<file path="config.mk">
export PLATFORM = sky130hd
export DESIGN_NAME = mem_b_arbiter_flat
export DESIGN_NICKNAME = d
export VERILOG_FILES = /design/src/rtl/mem_b_arbiter_if.sv /design/src/rtl/mem_b_arbiter.sv /design/src/flat_wrapper.sv
export SDC_FILE = /design/constraint.sdc
export NUM_CORES = 1
export LEC_CHECK = 0
export ABC_AREA = 1
export CORE_MARGIN = 5
export CORE_UTILIZATION = 35
export DETAILED_ROUTE_END_ITERATION = 7
export MAX_ROUTING_LAYER = met4
export PLACE_DENSITY_LB_ADDON = 0.3
export SETUP_SLACK_MARGIN = 0.02
export SLEW_MARGIN = 20
export SYNTH_ARGS = -nofsm -noshare
export SYNTH_HDL_FRONTEND = slang
export SYNTH_SLANG_ARGS = --single-unit
</file>
<file path="constraint.sdc">
create_clock -name clk -period 1.9 [get_ports clk]
set_clock_uncertainty 0.05 [all_clocks]
set_input_delay 0.285 -clock clk [delete_from_list [all_inputs] [get_ports clk]]
set_output_delay 0.285 -clock clk [all_outputs]
set_load 0.03 [all_outputs]
</file>
<file path="src/rtl/mem_b_arbiter_if.sv">
// mem_b_arbiter_if: two requester channels plus the memory port B bus of the arbiter. rev 1.0
`default_nettype none
`timescale 1ns/1ps

interface mem_b_arbiter_if;
  logic        r0_req;
  logic [3:0]  r0_we;
  logic [31:0] r0_addr;
  logic [31:0] r0_wdata;
  logic        r0_done;
  logic        r0_err;
  logic        r1_req;
  logic [3:0]  r1_we;
  logic [31:0] r1_addr;
  logic [31:0] r1_wdata;
  logic        r1_done;
  logic        r1_err;
  logic [31:0] rdata;
  logic        busy;
  logic [31:0] mem_addr;
  logic [3:0]  mem_start;
  logic [31:0] mem_wdata;
  logic [31:0] mem_rdata;

  modport slave (
    input  r0_req, r0_we, r0_addr, r0_wdata,
    input  r1_req, r1_we, r1_addr, r1_wdata,
    input  mem_rdata,
    output r0_done, r0_err, r1_done, r1_err,
    output rdata, busy, mem_addr, mem_start, mem_wdata
  );

  modport master (
    output r0_req, r0_we, r0_addr, r0_wdata,
    output r1_req, r1_we, r1_addr, r1_wdata,
    output mem_rdata,
    input  r0_done, r0_err, r1_done, r1_err,
    input  rdata, busy, mem_addr, mem_start, mem_wdata
  );
endinterface

`default_nettype wire

</file>
<file path="src/rtl/mem_b_arbiter.sv">
// mem_b_arbiter: round-robin sharing of memory port B between two requesters,
// one IDLE/ACCESS/RESP transaction at a time. rev 1.0
`default_nettype none
`timescale 1ns/1ps

module mem_b_arbiter #(
  parameter int MEM_BYTES   = 1024,
  parameter bit CHECK_ALIGN = 1'b1
) (
  input  logic            clk,
  input  logic            rst_n,
  mem_b_arbiter_if.slave  bus
);

  localparam logic [31:0] MAX_ADDR = 32'(MEM_BYTES - 4);

  typedef enum logic [1:0] {
    IDLE   = 2'd0,
    ACCESS = 2'd1,
    RESP   = 2'd2
  } state_t;

  state_t      state;
  state_t      state_nxt;
  logic        last_gnt;
  logic        win;
  logic        grant;
  logic [3:0]  sel_we;
  logic [31:0] sel_addr;
  logic [31:0] sel_wdata;
  logic        sel_legal;
  logic [3:0]  we_q;
  logic [31:0] addr_q;
  logic [31:0] wdata_q;
  logic        legal_q;
  logic [31:0] rdata_q;

  always_comb begin
    state_nxt = state;
    win       = 1'b0;
    grant     = 1'b0;
    case (state)
      IDLE: begin
        // On contention the requester that was not granted last time wins.
        if (bus.r0_req && bus.r1_req) begin
          win   = ~last_gnt;
          grant = 1'b1;
        end else if (bus.r0_req) begin
          win   = 1'b0;
          grant = 1'b1;
        end else if (bus.r1_req) begin
          win   = 1'b1;
          grant = 1'b1;
        end
        if (grant) state_nxt = ACCESS;
      end
      ACCESS:  state_nxt = RESP;
      RESP:    state_nxt = IDLE;
      default: state_nxt = IDLE;
    endcase
  end

  always_comb begin
    sel_we    = win ? bus.r1_we    : bus.r0_we;
    sel_addr  = win ? bus.r1_addr  : bus.r0_addr;
    sel_wdata = win ? bus.r1_wdata : bus.r0_wdata;
    sel_legal = (sel_addr <= MAX_ADDR) && (!CHECK_ALIGN || (sel_addr[1:0] == 2'b00));
  end

  always_ff @(posedge clk or negedge rst_n) begin
    if (!rst_n) state <= IDLE;
    else        state <= state_nxt;
  end

  always_ff @(posedge clk or negedge rst_n) begin
    if (!rst_n) begin
      last_gnt <= 1'b1;
      we_q     <= 4'h0;
      addr_q   <= 32'h0;
      wdata_q  <= 32'h0;
      legal_q  <= 1'b0;
      rdata_q  <= 32'h0;
    end else begin
      if (state == IDLE && grant) begin
        last_gnt <= win;
        we_q     <= sel_we;
        addr_q   <= sel_addr;
        wdata_q  <= sel_wdata;
        legal_q  <= sel_legal;
      end
      if (state == ACCESS) rdata_q <= legal_q ? bus.mem_rdata : 32'h0;
    end
  end

  // Outputs depend on registers only; the async reset forces state to IDLE,
  // which drops mem_start immediately.
  assign bus.mem_addr  = addr_q;
  assign bus.mem_wdata = wdata_q;
  assign bus.mem_start = (state == ACCESS && legal_q) ? we_q : 4'h0;
  assign bus.r0_done   = (state == RESP) && !last_gnt;
  assign bus.r1_done   = (state == RESP) && last_gnt;
  assign bus.r0_err    = bus.r0_done && !legal_q;
  assign bus.r1_err    = bus.r1_done && !legal_q;
  assign bus.rdata     = (state == RESP) ? rdata_q : 32'h0;
  assign bus.busy      = (state != IDLE);

endmodule

`default_nettype wire

</file>
<file path="src/flat_wrapper.sv">
// flat-port wrapper written by rule: the top's interface ports become plain ports
module mem_b_arbiter_flat 
#(
  parameter int MEM_BYTES   = 1024,
  parameter bit CHECK_ALIGN = 1'b1
)
  (clk, rst_n, bus_r0_req, bus_r0_we, bus_r0_addr, bus_r0_wdata, bus_r1_req, bus_r1_we, bus_r1_addr, bus_r1_wdata, bus_mem_rdata, bus_r0_done, bus_r0_err, bus_r1_done, bus_r1_err, bus_rdata, bus_busy, bus_mem_addr, bus_mem_start, bus_mem_wdata);
  mem_b_arbiter_if bus_i ();
  input  logic clk;
  input  logic rst_n;
  input wire logic [$bits(bus_i.r0_req)-1:0] bus_r0_req;
  input wire logic [$bits(bus_i.r0_we)-1:0] bus_r0_we;
  input wire logic [$bits(bus_i.r0_addr)-1:0] bus_r0_addr;
  input wire logic [$bits(bus_i.r0_wdata)-1:0] bus_r0_wdata;
  input wire logic [$bits(bus_i.r1_req)-1:0] bus_r1_req;
  input wire logic [$bits(bus_i.r1_we)-1:0] bus_r1_we;
  input wire logic [$bits(bus_i.r1_addr)-1:0] bus_r1_addr;
  input wire logic [$bits(bus_i.r1_wdata)-1:0] bus_r1_wdata;
  input wire logic [$bits(bus_i.mem_rdata)-1:0] bus_mem_rdata;
  output wire logic [$bits(bus_i.r0_done)-1:0] bus_r0_done;
  output wire logic [$bits(bus_i.r0_err)-1:0] bus_r0_err;
  output wire logic [$bits(bus_i.r1_done)-1:0] bus_r1_done;
  output wire logic [$bits(bus_i.r1_err)-1:0] bus_r1_err;
  output wire logic [$bits(bus_i.rdata)-1:0] bus_rdata;
  output wire logic [$bits(bus_i.busy)-1:0] bus_busy;
  output wire logic [$bits(bus_i.mem_addr)-1:0] bus_mem_addr;
  output wire logic [$bits(bus_i.mem_start)-1:0] bus_mem_start;
  output wire logic [$bits(bus_i.mem_wdata)-1:0] bus_mem_wdata;
  assign bus_i.r0_req = bus_r0_req;
  assign bus_i.r0_we = bus_r0_we;
  assign bus_i.r0_addr = bus_r0_addr;
  assign bus_i.r0_wdata = bus_r0_wdata;
  assign bus_i.r1_req = bus_r1_req;
  assign bus_i.r1_we = bus_r1_we;
  assign bus_i.r1_addr = bus_r1_addr;
  assign bus_i.r1_wdata = bus_r1_wdata;
  assign bus_i.mem_rdata = bus_mem_rdata;
  assign bus_r0_done = bus_i.r0_done;
  assign bus_r0_err = bus_i.r0_err;
  assign bus_r1_done = bus_i.r1_done;
  assign bus_r1_err = bus_i.r1_err;
  assign bus_rdata = bus_i.rdata;
  assign bus_busy = bus_i.busy;
  assign bus_mem_addr = bus_i.mem_addr;
  assign bus_mem_start = bus_i.mem_start;
  assign bus_mem_wdata = bus_i.mem_wdata;
  mem_b_arbiter #(.MEM_BYTES(MEM_BYTES), .CHECK_ALIGN(CHECK_ALIGN)) u_core (.clk(clk), .rst_n(rst_n), .bus(bus_i));
endmodule
</file>
==> results of run 1 <==
[worst max-delay path, cell delays in order (launching register included)]
cell and delay (ps):
dfrtp_2 440, nor2_4 220, buf_8 240, inv_1 60, buf_4 160
[worst paths after layout]
kind | cells past startpoint | to
worst max-delay path | 4 | bus_busy
worst min-delay path | 2 | u_core.rdata_q[2]
worst max register to register | 10 | u_core.legal_q
worst min register to register | 2 | u_core.bus.mem_wdata[16]
max in group asynchronous | 3 | u_core.last_gnt
min in group clk | 3 | u_core.bus.mem_addr[17]
[layer usage]
metal  track usage, %  part of all wire [%]
met3             5.89                   9.3
met4             7.80                   2.7
met2             33.0                    47
met5                -                     0
met1             25.1                    41
[flip-flops by register name, summed over array words and instances (netlist names)]
signal / flops
u_core.state: 2
u_core.legal_q: 1
u_core.last_gnt: 1
u_core.bus.mem_wdata: 32
u_core.rdata_q: 32
u_core.we_q: 4
u_core.bus.mem_addr: 32
[report_power, final]
group	switching, mW	internal [mW]
Clock	0.807	1.13
Sequential	0.420	2.99
Combinational	3.95	2.64
[area by class of cell]
class	instances	area (um^2)	area share [%]
repair buffers	308	3040	35.8
inverters	82	308	3.63
clock inverters	3	40.0	0.472
flip-flops and latches	104	2610	30.7
multi-input cells	415	1990	23.4
well taps	184	230	2.72
clock buffers	13	270	3.19
[through the flow]
stage,area (um^2),utilization [%],cells
floorplan,5110,-,652
global placement,8130,56.3,1091
detailed placement,8130,56.3,1091
CTS,8460,58.6,1108
global route,8480,58.8,1109
finish,8480,58.8,1109
[kinds of logic after synthesis]
logic type             Yosys count
flip-flops                     104
AND/OR/NAND/NOR                234
AO/OA/AOI/OAI                  181
buffers and inverters          133
[placed cells by master (no fill, tap or decap), types with 9 or more instances in the layout]
master | synthesis | routed
nand4_1 | 20 | 20
o22ai_1 | 12 | 12
nand3_1 | 33 | 33
o21ai_0 | 108 | 108
clkbuf_16 | 0 | 9
dfrtp_1 | 103 | 102
o21ai_1 | 10 | 10
buf_4 | 1 | 60
a31oi_1 | 42 | 42
nand2_1 | 118 | 117
clkdlybuf4s50_1 | 0 | 233
inv_1 | 81 | 81
buf_12 | 0 | 10
nor2_1 | 58 | 56
[repair_timing]
item,CTS,global route
hold endpoints to repair,11,0
gates resized for setup,3,4
pin swaps,0,2
hold buffers,1,0
endpoints found under the setup margin,2,4
setup buffers,0,1
==> summary.txt, run 1 <==
unique cell type count in the Yosys netlist - 22
final setup TNS - 0 ps
TritonCTS clock tree - yes
Crit. Startpoint - u_core.state[1]
CTS Buf Count - 9
post-place setup slack - -26.7 ps
register bit count reported by yosys - 104
worst hold slack - 272 ps
H-tree depth - 3
Critical R2R Launch - u_core.state[1]
Max Cap Viol - 0
RSZ-0062 raised after global routing - true
Crit. End Element - output port
clk_lat worst skew - 350 ps
count leader, synth - nand2_1
vias in the first global route - 5,316
Antenna Cells - 0
Via density - 4.93
fraction of layout cells with a size suffix above 1 - 10.7%
Routed Antenna Nets - 0
Syn Nets - 824
Startpoint Class - flip-flop
Worst slew margin - 71.0%
initial antenna violation count - 0
Overall Power - 11.9 mW
via count - 5,470
clk sinks - 104
CP max FO - 26
Detailed Place HPWL - 13,100 um
DRC - 0
Rows - 44
Final Critical Period - 1830 ps
P_leak - 3.77 nW
Mapped Area - 5110 um^2
Syn Area/Cell - 7.83 um^2
# IOs - 277
outcome - completed
main combinational cell family by area after synthesis - simple AND/OR/NAND/NOR gates
Synth area leader - dfrtp_1
top_reg_cell synth - dfrtp_1
Async SR Flop Fraction - 100%
P&R area growth vs syn - 66.0%
global-route wire length before repair - 26,800 um
Post-Synth Simple-Gate Area - 19.5%
GPL Wtd Cong - 0.838
Initial DRC Count - 311
WL final - 17,600 um
final worst setup slack - 72.8 ps
Synth warnings - 0
worst-margin pin slew - 433 ps
Worst EP arrival - 1490 ps
die extent in x - 131 um
Synth top area share - 50.5%
CORE AREA - 14,400 um^2
Final Hold Viols - 0
mux share of post-synthesis cell area - 0%
Synth area leaders - dfrtp_1, o21ai_0, nand2_1
Synth Area in XOR/XNOR - 0%
Hold WC Path Type - in2async
PortBufs - 276
Post-Syn Instances - 652
nets - 1,092
clock slew at reported path FFs - 70 ps
Final Max Tran Viols - 0
# fillers - 1,339
final setup vio count - 0
gr usage total - 20.7%
die height - 131 um
fmax - 547 MHz
CTS Buffer Depth - 2
Post-synth top cells - nand2_1, o21ai_0, dfrtp_1
R2R setup slack - 170 ps
adder-cell share of the synthesized area - 0%
Compound-Gate Fraction of Synth Area - 19.1%
Congestion Overflow GR - 0
peak supply drop - 932 uV
DIE AREA - 17,100 um^2
Req. time, crit path - 1560 ps
starting density of the core - 35.4%
Tcrit/Tclk final - 96.2%
clk root buf - clkbuf_16
1st-pass router iterations - 4
largest net degree at the start of global routing - 66
sequential fraction of the synthesis area - 51.0%
pwr dens - 1410 nW/um^2
critical path class - reg2out
number of flops mapped to enable cells by yosys - 0
WL/cell - 15.9 um
Power figures use the tool's default switching activity.
==> run 2: changes to the inputs <==
Settings changed: CORE_UTILIZATION 35 to 39.
==> summary.txt, run 2 (synthesized netlist as in run 1, its figures left out) <==
die height - 124 um
Crit. End Element - output port
Congestion Overflow GR - 0
R2R setup slack - 130 ps
Final Max Tran Viols - 0
CTS Buffer Depth - 2
clk root buf - clkbuf_16
1st-pass router iterations - 4
RSZ-0062 raised after global routing - true
CTS Buf Count - 9
global-route wire length before repair - 28,800 um
starting density of the core - 40.1%
uppermost layer routed - met4
PortBufs - 276
final worst setup slack - 78.3 ps
combinational share of power - 55.9%
Via density - 4.98
worst-margin pin slew - 571 ps
Final Critical Period - 1820 ps
vias in the first global route - 5,444
outcome - completed
crit path buf inv count - 3
most common cell after layout, fill and taps aside - clkdlybuf4s50_1
WL/cell - 16.6 um
P_leak - 3.72 nW
hold_sp - bus_r0_addr[5]
critical path class - reg2out
Flop pwr share - 28.9%
slowest CP cell - dfrtp_1
Critical R2R Launch - u_core.state[1]
peak supply drop - 744 uV
Initial DRC Count - 398
nets - 1,088
delay-heaviest family, CP - buffers and inverters
Post-Layout Cell Count - 1,094
P&R area growth vs syn - 64.2%
sw power - 5.32 mW
clk sinks - 104
DRT met1 WL - 7470 um
DIE AREA - 15,500 um^2
Hold WC Path Type - in2reg
initial antenna violation count - 1
pwr dens - 1410 nW/um^2
sequential cell area - 2600 um^2
Detailed Place HPWL - 13,300 um
fraction of layout cells with a size suffix above 1 - 10.6%
Startpoint Class - flip-flop
Worst EP arrival - 1490 ps
commonest cells after routing, fill and taps aside - clkdlybuf4s50_1, nand2_1, o21ai_0, dfrtp_1, inv_1
sw frac - 45.0%
TritonCTS clock tree - yes
fmax - 549 MHz
DRC - 0
# fillers - 1,125
Crit. Startpoint - u_core.state[1]
post-place setup slack - -72.2 ps
cell-internal power - 6.50 mW
Tcrit/Tclk final - 95.9%
via count - 5,446
final setup vio count - 0
worst hold slack - 429 ps
largest stage delay on the critical path - 440 ps
WL met2 - 8570 um
Req. time, crit path - 1560 ps
Max Cap Viol - 0
clock power share - 15.2%
CORE AREA - 12,700 um^2
CP max FO - 24
die extent in x - 124 um
# IOs - 277
GPL Wtd Cong - 0.903
Overall Power - 11.8 mW
final core utilization - 65.9%
WL final - 18,100 um
largest net degree at the start of global routing - 105
WL met3 - 1440 um
Worst slew margin - 61.9%
Routed Antenna Nets - 0
dpl cells - 1,075
Rows - 41
Final Hold Viols - 0
H-tree depth - 3
clk_lat worst skew - 340 ps
CP Cell Sequence - nor2_4 > buf_8 > inv_1 > buf_4
gr usage total - 23.5%
clock slew at reported path FFs - 70 ps
Multi-input gate area - 2000 um^2
-- run 2: cell count changes in the layout (fill, tap and decap cells not counted), moves of 2 or more --
cell / delta
clkbuf_8: -3
buf_12: -2
clkinv_4: +2
clkinvlp_4: +2
inv_6: +2
nor3_1: -2
nor3_2: +2
-- run 2: worst reg2reg max path, stage by stage, from the launching register on --
cell,delay [ps]
dfrtp_1,440
nor2_4,240
buf_4,170
nand2_2,110
inv_2,130
buf_12,190
o21ai_0,130
o21ai_0,210
-- run 2: power by group through the flow --
stage | clock network (mW) | logic, mW | registers (mW)
6_report | 1.79 | 6.61 | 3.42
5_1_grt | 1.91 | 7.11 | 3.52
4_1_cts | 1.82 | 6.60 | 3.42
3_5_place_dp | 0 | 6.57 | 3.44
3_3_place_gp | 0 | 6.51 | 3.43
2_1_floorplan | 0 | 2.35 | 4.72
-- run 2: metal layers --
layer  up-vias  global-route usage [%]
met2       211                    36.9
li1       2687                       -
met4         0                    10.1
met5         -                       -
met3        39                    7.68
met1      2509                    27.6
-- run 2: final timing paths --
check / to / depth (start not counted)
setup reg to reg: u_core.bus.mem_wdata[16] / 7
setup / recovery: bus_busy / 4
min in group asynchronous: u_core.rdata_q[2] / 3
hold reg to reg: u_core.bus.mem_addr[24] / 2
max in group asynchronous: u_core.bus.mem_addr[19] / 3
hold / removal: u_core.bus.mem_addr[5] / 3
-- run 2: layout make-up --
class | instances | share of cell area (%)
Antenna cell | 1 | 0.0298
Clock buffer | 9 | 2.69
Clock inverter | 7 | 0.657
Inverter | 82 | 3.67
Multi-Input combinational cell | 415 | 23.8
Sequential cell | 104 | 31.1
Tap cell | 172 | 2.57
Timing Repair Buffer | 304 | 35.5
-- run 2: through the flow --
step / area [um^2] / setup TNS (ps)
2_1_floorplan: 5110 / 0
3_3_place_gp: 8060 / 0
3_5_place_dp: 8060 / -792
4_1_cts: 8350 / 0
5_1_grt: 8390 / -0.465
6_report: 8390 / 0
-- run 2: what timing repair did --
item,in CTS,in global routing
pin swaps,0,1
endpoints found under the setup margin,1,8
gates cloned,0,0
endpoints found under the hold margin,56,0
buffers inserted,0,1
hold buffers,1,0
gates resized for setup,1,7
